[src/rtl/aes_job_arbiter.sv]
`default_nettype none
// ============================================================================
// Module      : aes_job_arbiter
// Description : Round-robin scheduler sharing one AES-256 engine between two
//               requesters: grant, latch operands, start, wait, respond.
//               Optional WAIT timeout/abort enabled by AES_ARB_TIMEOUT_EN.
// Revision    : 1.0 - initial release
// ============================================================================
module aes_job_arbiter #(
    parameter int MSG_W          = 128,
    parameter int KEY_W          = 256,
    parameter int TIMEOUT_CYCLES = 20000
) (
    input  logic             clk,
    input  logic             rst,

    input  logic             req0_valid,
    output logic             req0_ready,
    input  logic             req0_mode,
    input  logic [MSG_W-1:0] req0_msg,
    input  logic [KEY_W-1:0] req0_key,

    input  logic             req1_valid,
    output logic             req1_ready,
    input  logic             req1_mode,
    input  logic [MSG_W-1:0] req1_msg,
    input  logic [KEY_W-1:0] req1_key,

    output logic             rsp0_valid,
    input  logic             rsp0_ready,
    output logic             rsp1_valid,
    input  logic             rsp1_ready,
    output logic [MSG_W-1:0] rsp_data,
    output logic             rsp_err,

    output logic             eng_start,
    output logic             eng_mode,
    output logic [MSG_W-1:0] eng_msg,
    output logic [KEY_W-1:0] eng_key,
    input  logic             eng_done,
    input  logic [MSG_W-1:0] eng_result,
    output logic             eng_abort,

    output logic             busy,
    output logic             grant_id
);

    typedef enum logic [1:0] {
        S_IDLE  = 2'd0,
        S_ISSUE = 2'd1,
        S_WAIT  = 2'd2,
        S_RESP  = 2'd3
    } state_t;

    state_t             r_state;
    logic               r_last_grant;
    logic               r_grant;
    logic               r_req0_ready;
    logic               r_req1_ready;
    logic               r_rsp0_valid;
    logic               r_rsp1_valid;
    logic [MSG_W-1:0]   r_rsp_data;
    logic               r_eng_start;
    logic               r_eng_mode;
    logic [MSG_W-1:0]   r_eng_msg;
    logic [KEY_W-1:0]   r_eng_key;

    logic               w_any_req;
    logic               w_pick;
    logic               w_pick_mode;
    logic [MSG_W-1:0]   w_pick_msg;
    logic [KEY_W-1:0]   w_pick_key;
    logic               w_rsp_ack;

    // On a tie the channel that did not win last time is chosen.
    always_comb begin
        w_any_req = req0_valid | req1_valid;
        if (req0_valid && req1_valid) begin
            w_pick = ~r_last_grant;
        end else begin
            w_pick = req1_valid;
        end
        w_pick_mode = w_pick ? req1_mode : req0_mode;
        w_pick_msg  = w_pick ? req1_msg  : req0_msg;
        w_pick_key  = w_pick ? req1_key  : req0_key;
        w_rsp_ack   = r_grant ? rsp1_ready : rsp0_ready;
    end

`ifdef AES_ARB_TIMEOUT_EN
    localparam logic [14:0] c_timeout_last = 15'(TIMEOUT_CYCLES - 1);

    logic [14:0] r_wait_cnt;
    logic        r_rsp_err;
    logic        r_eng_abort;
    logic        w_timeout;

    assign w_timeout = (r_wait_cnt == c_timeout_last);
`else
    logic [14:0] w_unused_timeout;
    assign w_unused_timeout = 15'(TIMEOUT_CYCLES);
`endif

    always_ff @(posedge clk) begin
        if (!rst) begin
            r_state      <= S_IDLE;
            r_last_grant <= 1'b1;
            r_grant      <= 1'b0;
            r_req0_ready <= 1'b0;
            r_req1_ready <= 1'b0;
            r_rsp0_valid <= 1'b0;
            r_rsp1_valid <= 1'b0;
            r_rsp_data   <= '0;
            r_eng_start  <= 1'b0;
            r_eng_mode   <= 1'b0;
            r_eng_msg    <= '0;
            r_eng_key    <= '0;
`ifdef AES_ARB_TIMEOUT_EN
            r_wait_cnt   <= '0;
            r_rsp_err    <= 1'b0;
            r_eng_abort  <= 1'b0;
`endif
        end else begin
            r_req0_ready <= 1'b0;
            r_req1_ready <= 1'b0;
            r_eng_start  <= 1'b0;
`ifdef AES_ARB_TIMEOUT_EN
            r_eng_abort  <= 1'b0;
`endif
            case (r_state)
                S_IDLE: begin
                    if (w_any_req) begin
                        r_req0_ready <= ~w_pick;
                        r_req1_ready <= w_pick;
                        r_eng_mode   <= w_pick_mode;
                        r_eng_msg    <= w_pick_msg;
                        r_eng_key    <= w_pick_key;
                        r_grant      <= w_pick;
                        r_last_grant <= w_pick;
                        r_state      <= S_ISSUE;
                    end
                end
                S_ISSUE: begin
                    r_eng_start <= 1'b1;
`ifdef AES_ARB_TIMEOUT_EN
                    r_wait_cnt  <= '0;
`endif
                    r_state     <= S_WAIT;
                end
                S_WAIT: begin
                    // A completion on the limit cycle still wins over the abort.
                    if (eng_done) begin
                        r_rsp_data   <= eng_result;
                        r_rsp0_valid <= ~r_grant;
                        r_rsp1_valid <= r_grant;
`ifdef AES_ARB_TIMEOUT_EN
                        r_rsp_err    <= 1'b0;
`endif
                        r_state      <= S_RESP;
                    end
`ifdef AES_ARB_TIMEOUT_EN
                    else if (w_timeout) begin
                        r_eng_abort  <= 1'b1;
                        r_rsp_data   <= '0;
                        r_rsp_err    <= 1'b1;
                        r_rsp0_valid <= ~r_grant;
                        r_rsp1_valid <= r_grant;
                        r_state      <= S_RESP;
                    end else begin
                        r_wait_cnt   <= r_wait_cnt + 15'd1;
                    end
`endif
                end
                S_RESP: begin
                    if (w_rsp_ack) begin
                        r_rsp0_valid <= 1'b0;
                        r_rsp1_valid <= 1'b0;
                        r_state      <= S_IDLE;
                    end
                end
                default: begin
                    r_state <= S_IDLE;
                end
            endcase
        end
    end

    assign req0_ready = r_req0_ready;
    assign req1_ready = r_req1_ready;
    assign rsp0_valid = r_rsp0_valid;
    assign rsp1_valid = r_rsp1_valid;
    assign rsp_data   = r_rsp_data;
    assign eng_start  = r_eng_start;
    assign eng_mode   = r_eng_mode;
    assign eng_msg    = r_eng_msg;
    assign eng_key    = r_eng_key;
    assign busy       = (r_state != S_IDLE);
    assign grant_id   = r_grant;

`ifdef AES_ARB_TIMEOUT_EN
    assign rsp_err    = r_rsp_err;
    assign eng_abort  = r_eng_abort;
`else
    assign rsp_err    = 1'b0;
    assign eng_abort  = 1'b0;
`endif

endmodule
`default_nettype wire

[config.mk]
export PLATFORM = sky130hd
export DESIGN_NAME = aes_job_arbiter
export DESIGN_NICKNAME = d
export VERILOG_FILES = /design/src/rtl/aes_job_arbiter.sv
export SDC_FILE = /design/constraint.sdc
export NUM_CORES = 1
export LEC_CHECK = 0
export ABC_AREA = 0
export ABC_CLOCK_PERIOD_IN_PS = 2100
export BUFFER_PORTS_ARGS = -buffer_cell sky130_fd_sc_hd__buf_4
export CAP_MARGIN = 20
export CORE_AREA = 2 2 553 555
export CTS_CLUSTER_DIAMETER = 60
export DETAILED_ROUTE_END_ITERATION = 16
export DIE_AREA = 0 0 555 557
export SYNTH_ARGS = -nofsm -noshare
export SYNTH_HDL_FRONTEND = slang
export SYNTH_SLANG_ARGS = --single-unit
[constraint.sdc]
create_clock -name clk -period 2.1 [get_ports clk]
set_input_delay 0.42 -clock clk [delete_from_list [all_inputs] [get_ports clk]]
set_output_delay 0.42 -clock clk [all_outputs]
set_load 0.005 [all_outputs]
* Yosys cells after proc, flatten, opt, wreduce, memory -nomap -nowiden
Index checks and enable logic that the tools add are counted.
** Storage, ports and cells
- Bits in registers :: 522
** Cells by class
- Equal/unequal tests :: 6
- Muxes and demuxes :: 15
- Bitwise operators :: 4
- Reductions and logical operators :: 9
** Operator list (number)
- 256-bit two-way mux :: 1
- 128-bit two-way mux :: 1
- 3-bit AND reduction :: 3
- 2-bit one-hot mux with 4 select lines :: 1
- 1-bit two-way mux :: 7
- 2-bit two-way mux :: 3
- 2-bit != test (second input constant) :: 3
- 2-bit equality test (second input constant) :: 2
- 1-bit one-hot mux with 2 select lines :: 2
- 2-bit AND reduction :: 2
- 2-bit nonzero test :: 2
- 1-bit inverter :: 3
- 2-bit by 1-bit equality test with 1-bit output (second input constant) :: 1
- 2-bit logical NOT :: 1
- 1-bit logical AND :: 1
- 1-bit bitwise OR :: 1

* Longest topological paths before layout
Gate-level depths: netlist (run 1).
- Depth after elaboration :: 3
- Depth in mapped cells :: 8
- Mapped depth without buffers :: 5

* Worst setup path after synthesis (run 1)
Ideal clock, no wire load.
- Path kind :: register to register
- Start point :: reg r_state[0]
- End point :: reg r_eng_msg[124], in the netlist eng_msg[124]
- Setup time :: 0.136 ns
- Arrival time :: 1.384 ns
- Slack :: 0.580 ns
- Cell stages (with the launch flop) :: 9
- Path buffers :: 3
- Cells stage by stage :: dfxtp_1 inv_1 ha_1 o21a_1 buf_4 buf_6 buf_2 o21ai_0 a31oi_1
** Between the ends
- Longest elaborated chain between the ends :: 2
** Ends and longest elaborated chain
- start: declaration :: RTL line 55 : state_t r_state;
- start signal: assignment :: RTL line 105 : r_state <= S_IDLE;
- start signal: assignment :: RTL line 139 : r_state <= S_ISSUE;
- start signal: assignment :: RTL line 147 : r_state <= S_WAIT;
- 2-bit logical NOT :: RTL line 129 : case (r_state)
- 2-bit AND reduction (no line)
- end signal: assignment :: RTL line 135 : r_eng_msg <= w_pick_msg;
- end: declaration :: RTL line 65 : logic [MSG_W-1:0] r_eng_msg;
No other way between the ends.
A chain may end at the register's enable or synchronous reset.

* Worst setup path after layout (run 1)
- Start point :: reg r_eng_msg[23], in the netlist eng_msg[23]
- End point :: out eng_msg[23]
** RTL lines
- end: declaration :: RTL line 38 : output logic [MSG_W-1:0] eng_msg,
No word-level cell between the ends.

==> flow_summary.ini, run 1 <==
[sta]
holdWs_ps = 14.99
rsz0062_at_grt = no
hold_viol = 0
skew_ps = 50.45
tightest_slew_ps = 629.9
timing.fmax_mhz = 511.5
setup_viol = 0
slew_viol_final = 0
min_period_over_period_pct = 93.10
finalCriticalPeriod_ps = 1955
tns_ps = 0
slew_headroom_pct = 58.01

[detailed_routing]
drtPass1Iterations = 6
initialDrtViolationCount = 2531
drc_errors = 0
wl_per_cell_um = 26.28
viasPerCell = 3.412
wl_um = 240200
vias = 31200
ant_nets = 0

[synth]
synthCells = 2748
synthesis.area_sq_um = 21550
ys_seq_area_share_pct = 48.49
yosysWarnings = 0
avgSynthCellArea_sq_um = 7.842
synth.distinct_cells = 29
ys_ff_latch = 522

[setup_path]
path_cells = buf_4
cp_num_cells = 1
cp.buffers_inverters = 1
worstPathArrival_ps = 1540
regToRegStartpoint = r_state[0]$_SDFFE_PN0P_
crit_required_ps = 1680
r2r_setup_slack_ps = 160
critPathMaxFanout = 2
r2r_cells = 8
r2r_end = eng_msg[62]$_SDFFE_PN0P_
critPathMaxStageDelay_ps = 560
crit_slowest_cell = dfxtp_1
end_kind = primary output
path_class = register to primary output
crit_family = flip-flops
start_kind = register

[min_path]
hold_path_depth = 3
hp-class = primary input to register
hold_end = eng_key[11]$_SDFFE_PN0P_
hp-start = req1_key[11]

[clocking]
h-tree-depth = 3
cts_tree = yes
cts_sinks = 522
root_buffer = clkbuf_16
clk_pin_slew_ps = 60
clockBufferDepth = 4
clkLatencyLatePin_ps = 770
cts_buffers = 78

[cells_and_area]
regArea_sq_um = 10450
nFillCells = 34220
syn2layout_area_growth_pct = 125.2
finalNetCount = 5895
final_cell_mix = buf_4, nand2_1, dlygate4sd3_1
final_common_cell = buf_4
drive_gt1_share_pct = 33.10
multiInputGateArea_sq_um = 9478

[global_routing]
grt_max_degree = 99
antenna_found_initial = 240
grt_pass1_vias = 29670
grt_overflow = 0
grtUsageTotal_pct = 14.73
grt_pass1_wl_um = 299500

[job]
maxCapViolations = 0

[placed_design]
port_buffers = 1424
hpwl_um = 204100
place.gp.congestion = 0.9959

[floorplanning]
die_w_um = 555
dieArea_sq_um = 309100
rows = 203
ios = 1427
die_y_um = 557
start_util_pct = 7.088
core_sq_um = 304000

[power_and_ir_drop]
pwr_density_cell_nw_per_um2 = 1022
p_leak_uw = 0.02016
ir_drop_uv = 663.9

[run_status]
status = completed
[where the power goes]
part,leakage [uW],switching [uW],internal [uW]
registers,0.00431,2160,13100
clock network,0.00121,5690,7640
logic,0.0146,12200,8750
[state kept, by name (all words and copies together), names as in the netlist]
| register | flops |
|---|---|
| eng_key | 256 |
| req0_ready | 1 |
| r_state | 2 |
| eng_start | 1 |
| eng_mode | 1 |
| r_last_grant | 1 |
| rsp1_valid | 1 |
| req1_ready | 1 |
| eng_msg | 128 |
| rsp_data | 128 |
| rsp0_valid | 1 |
| grant_id | 1 |
[cell usage after synthesis (all sizes together)]
cell	count	area, sq um
a21oi	1	5.000
conb	1	3.750
dfxtp	522	10450
a21bo	1	10.01
ha	5	62.56
buf	188	1385
nand3b	1	7.510
a221oi	1	15.01
o22ai	1	6.260
inv	4	15.01
mux2i	5	50.05
and3	3	18.77
a211oi	1	12.51
nand2	1033	3877
and2	3	18.77
nor2	3	11.26
clkbuf	72	270.3
nor2b	1	6.260
a31oi	385	2409
a21boi	129	972.2
o21a	1	7.510
o21ai	387	1937
[cells by family (layout without fill, tap and decap cells)]
group | after synthesis | after routing | share of synthesized area, %
AO/OA/AOI/OAI | 907 | 907 | 24.94
adder cells (fa/ha/maj) | 5 | 5 | 0.2903
buffers and inverters | 264 | 2554 | 7.751
flip-flops | 522 | 522 | 48.49
multiplexers | 5 | 5 | 0.2322
other | 1 | 109 | 0.01740
AND/OR/NAND/NOR | 1044 | 1044 | 18.28
[per-layer routing]
metal / wire, um / GRT usage (%)
met4: 12050 / 6.113
met3: 29150 / 7.322
met2: 97350 / 21.55
met5: 1430 / 0.4940
met1: 100300 / 18.07
[timing repair]
item,in CTS,in global routing
endpoints found under the hold margin,513,0
buffers inserted,3,0
gates resized for setup,12,0
setup endpoints to repair,2,0
hold buffers,886,0
[cell type report]
type	instances	share of cell area, %
Clock buffer	98	4.405
Clock inverter	36	0.7191
Timing Repair Buffer	2416	42.93
Antenna cell	107	0.5516
Sequential cell	522	21.54
Multi-Input combinational cell	1963	19.52
Inverter	4	0.03609
Tap cell	3997	10.30
[per-stage QoR]
stage          area [sq um]  instances  util [%]  power (uW)  worst slack, ps
2_1_floorplan         21550       2749         -       20830            579.5
3_3_place_gp          36870       8014     12.13       34750            111.0
3_5_place_dp          36870       8014     12.13       34790            77.67
4_1_cts               48280       9036     15.88       50340            44.44
5_1_grt               48400       9086     15.92       52180            42.83
6_report              48540       9143     15.97       49610            144.9
[worst max-delay path by stage]
stage	from	end	slack, ps
floorplan	r_state[0]$_SDFFE_PN0P_	eng_msg[124]$_SDFFE_PN0P_	580
global placement	req1_valid	eng_msg[60]$_SDFFE_PN0P_	110
detailed placement	req1_valid	eng_msg[60]$_SDFFE_PN0P_	80
CTS	r_state[0]$_SDFFE_PN0P_	busy	40
global route	r_state[0]$_SDFFE_PN0P_	eng_key[103]$_SDFFE_PN0P_	40
finish	eng_msg[23]$_SDFFE_PN0P_	eng_msg[23]	140
Note: power is estimated with default switching activity, not from simulation.
==> run 2: changes to the inputs <==
==> constraint.sdc (replaced) <==
create_clock -name clk -period 2.1 [get_ports clk]
set_input_delay 0 -clock clk [delete_from_list [all_inputs] [get_ports clk]]
set_output_delay 0 -clock clk [all_outputs]
set_load 0.005 [all_outputs]
==> flow_summary.ini, run 2 (synthesized netlist as in run 1, its figures left out) <==
[power_and_ir_drop]
p_seq_share_pct = 30.2
ir_drop_uv = 541.5
p_int_uw = 30420
p_sw_share_pct = 40.20
combPwrFrac_pct = 42.6
pwr_density_cell_nw_per_um2 = 968.1
clkPwrFrac_pct = 27.3
p_leak_uw = 0.02174
power_switching_uw = 20450

[setup_path]
r2r_end = eng_key[225]$_SDFFE_PN0P_
start_kind = register
end_kind = register
critPathMaxFanout = 42
crit_end = eng_key[225]$_SDFFE_PN0P_
regToRegStartpoint = r_last_grant$_SDFFE_PN1P_
r2r_cells = 5
worstPathArrival_ps = 2660
crit_required_ps = 2760
cp-startpoint = r_last_grant$_SDFFE_PN1P_
path_class = register to register
r2r_setup_slack_ps = 100

[sta]
finalCriticalPeriod_ps = 2002
slew_viol_final = 0
min_period_over_period_pct = 95.35
timing.fmax_mhz = 499.4
rsz0062_at_grt = yes
setup_viol = 0
hold_viol = 0
skew_ps = 43.30
layout_setup_ws_ps = 97.75

[detailed_routing]
wl_per_cell_um = 25.97
wl_met1_um = 102700
viasPerCell = 3.497
drtPass1Iterations = 6
vias = 33410
ant_nets = 0
wl_um = 248100
wl_met3_um = 29800
met2_length_um = 101900
initialDrtViolationCount = 2833
top_layer_used = met5
drc_errors = 0

[placed_design]
preCtsSetupSlack_ps = 93.77
placed_area_sq_um = 36870
port_buffers = 1424
dpl.cell_count = 8015
place.gp.congestion = 1.019
hpwl_um = 205100

[global_routing]
antenna_found_initial = 253
grtUsageTotal_pct = 15.19
grt_pass1_wl_um = 312100
grt_max_degree = 92
grt_pass1_vias = 32370
grt_overflow = 0

[clocking]
root_buffer = clkbuf_16
clkLatencyLatePin_ps = 780
clk_pin_slew_ps = 60
cts_buffers = 80
cts_sinks = 522
clockBufferDepth = 4
h-tree-depth = 3
cts_tree = yes

[floorplanning]
die_w_um = 555
dieArea_sq_um = 309100
core_sq_um = 304000
ios = 1427
rows = 203
start_util_pct = 7.088
die_y_um = 557

[cells_and_area]
stdcell_count = 9555
nFillCells = 33710
largest_reg_flops = 256
drive_gt1_share_pct = 30.73
final_cell_mix = buf_4, dlygate4sd3_1, nand2_1
multiInputGateArea_sq_um = 9470
finalNetCount = 6275
final_common_cell = buf_4
postLayoutCoreUtil_pct = 17.28
regArea_sq_um = 10450
postLayoutCellArea_sq_um = 52540
syn2layout_area_growth_pct = 143.8

[run_status]
status = completed

[job]
maxCapViolations = 0

[min_path]
hp-class = primary input to register
run 2: cell count changes in the layout (fill, tap and decap cells not counted), sizes merged:
cell,delta
bufinv,+2
dlygate4sd3,+377
buf,-2
clkbuf,+10
clkinvlp,-6
clkinv,+1
inv,+3
diode,+27
run 2: final cells by class:
| type | instances | area share, % |
|---|---|---|
| well taps | 3997 | 9.518 |
| inverters | 4 | 0.02858 |
| clock buffers | 105 | 4.198 |
| multi-input cells | 1963 | 18.02 |
| diodes | 134 | 0.6382 |
| clock inverters | 36 | 0.7835 |
| repair buffers | 2794 | 46.92 |
| flip-flops and latches | 522 | 19.89 |
run 2: worst max-delay path, cell delays in order (launching register included):
cell           delay [ps]
dfxtp_1               360
a21boi_4              230
clkbuf_16             360
nand2_1               110
dlygate4sd3_1         560
a31oi_1               170
run 2: power by group through the flow:
stage,clock (uW),combinational (uW),sequential (uW)
global placement,0,19300,15300
detailed placement,0,19300,15400
CTS,14300,21800,15200
floorplan,0,5790,15000
finish,13900,21700,15300
global route,14600,23200,15600
run 2: routing by layer:
layer  up-vias  GRT usage [%]
met4       198          6.075
li1      14860              -
met1     15530          18.59
met5         -         0.4631
met3       696          7.366
met2      2129          22.55
run 2: metrics by stage:
step                      total power [uW]  setup TNS, ps  hold WS, ps
final                                50870              0        60.49
after global routing                 53370         -18.43        32.79
after CTS                            51300              0      0.01299
after detailed placement             34670              0        270.3
after global placement               34630              0        262.9
after floorplan                      20830              0        144.9
run 2: repair_timing:
action / CTS / global route
endpoints found under the setup margin: 0 / 43
hold buffers: 1263 / 0
setup buffers: 0 / 0
resized for setup: 0 / 6
endpoints found under the hold margin: 521 / 0
run 2: worst min path at each step:
stage,to,start,cells past startpoint
floorplan,rsp_data[0]$_SDFFE_PN0P_,eng_result[0],2
global route,eng_msg[23]$_SDFFE_PN0P_,req1_msg[23],4
detailed placement,rsp_data[95]$_SDFFE_PN0P_,eng_result[95],3
CTS,eng_key[5]$_SDFFE_PN0P_,req0_key[5],4
global placement,rsp_data[0]$_SDFFE_PN0P_,eng_result[0],3
finish,eng_key[9]$_SDFFE_PN0P_,req1_key[9],4
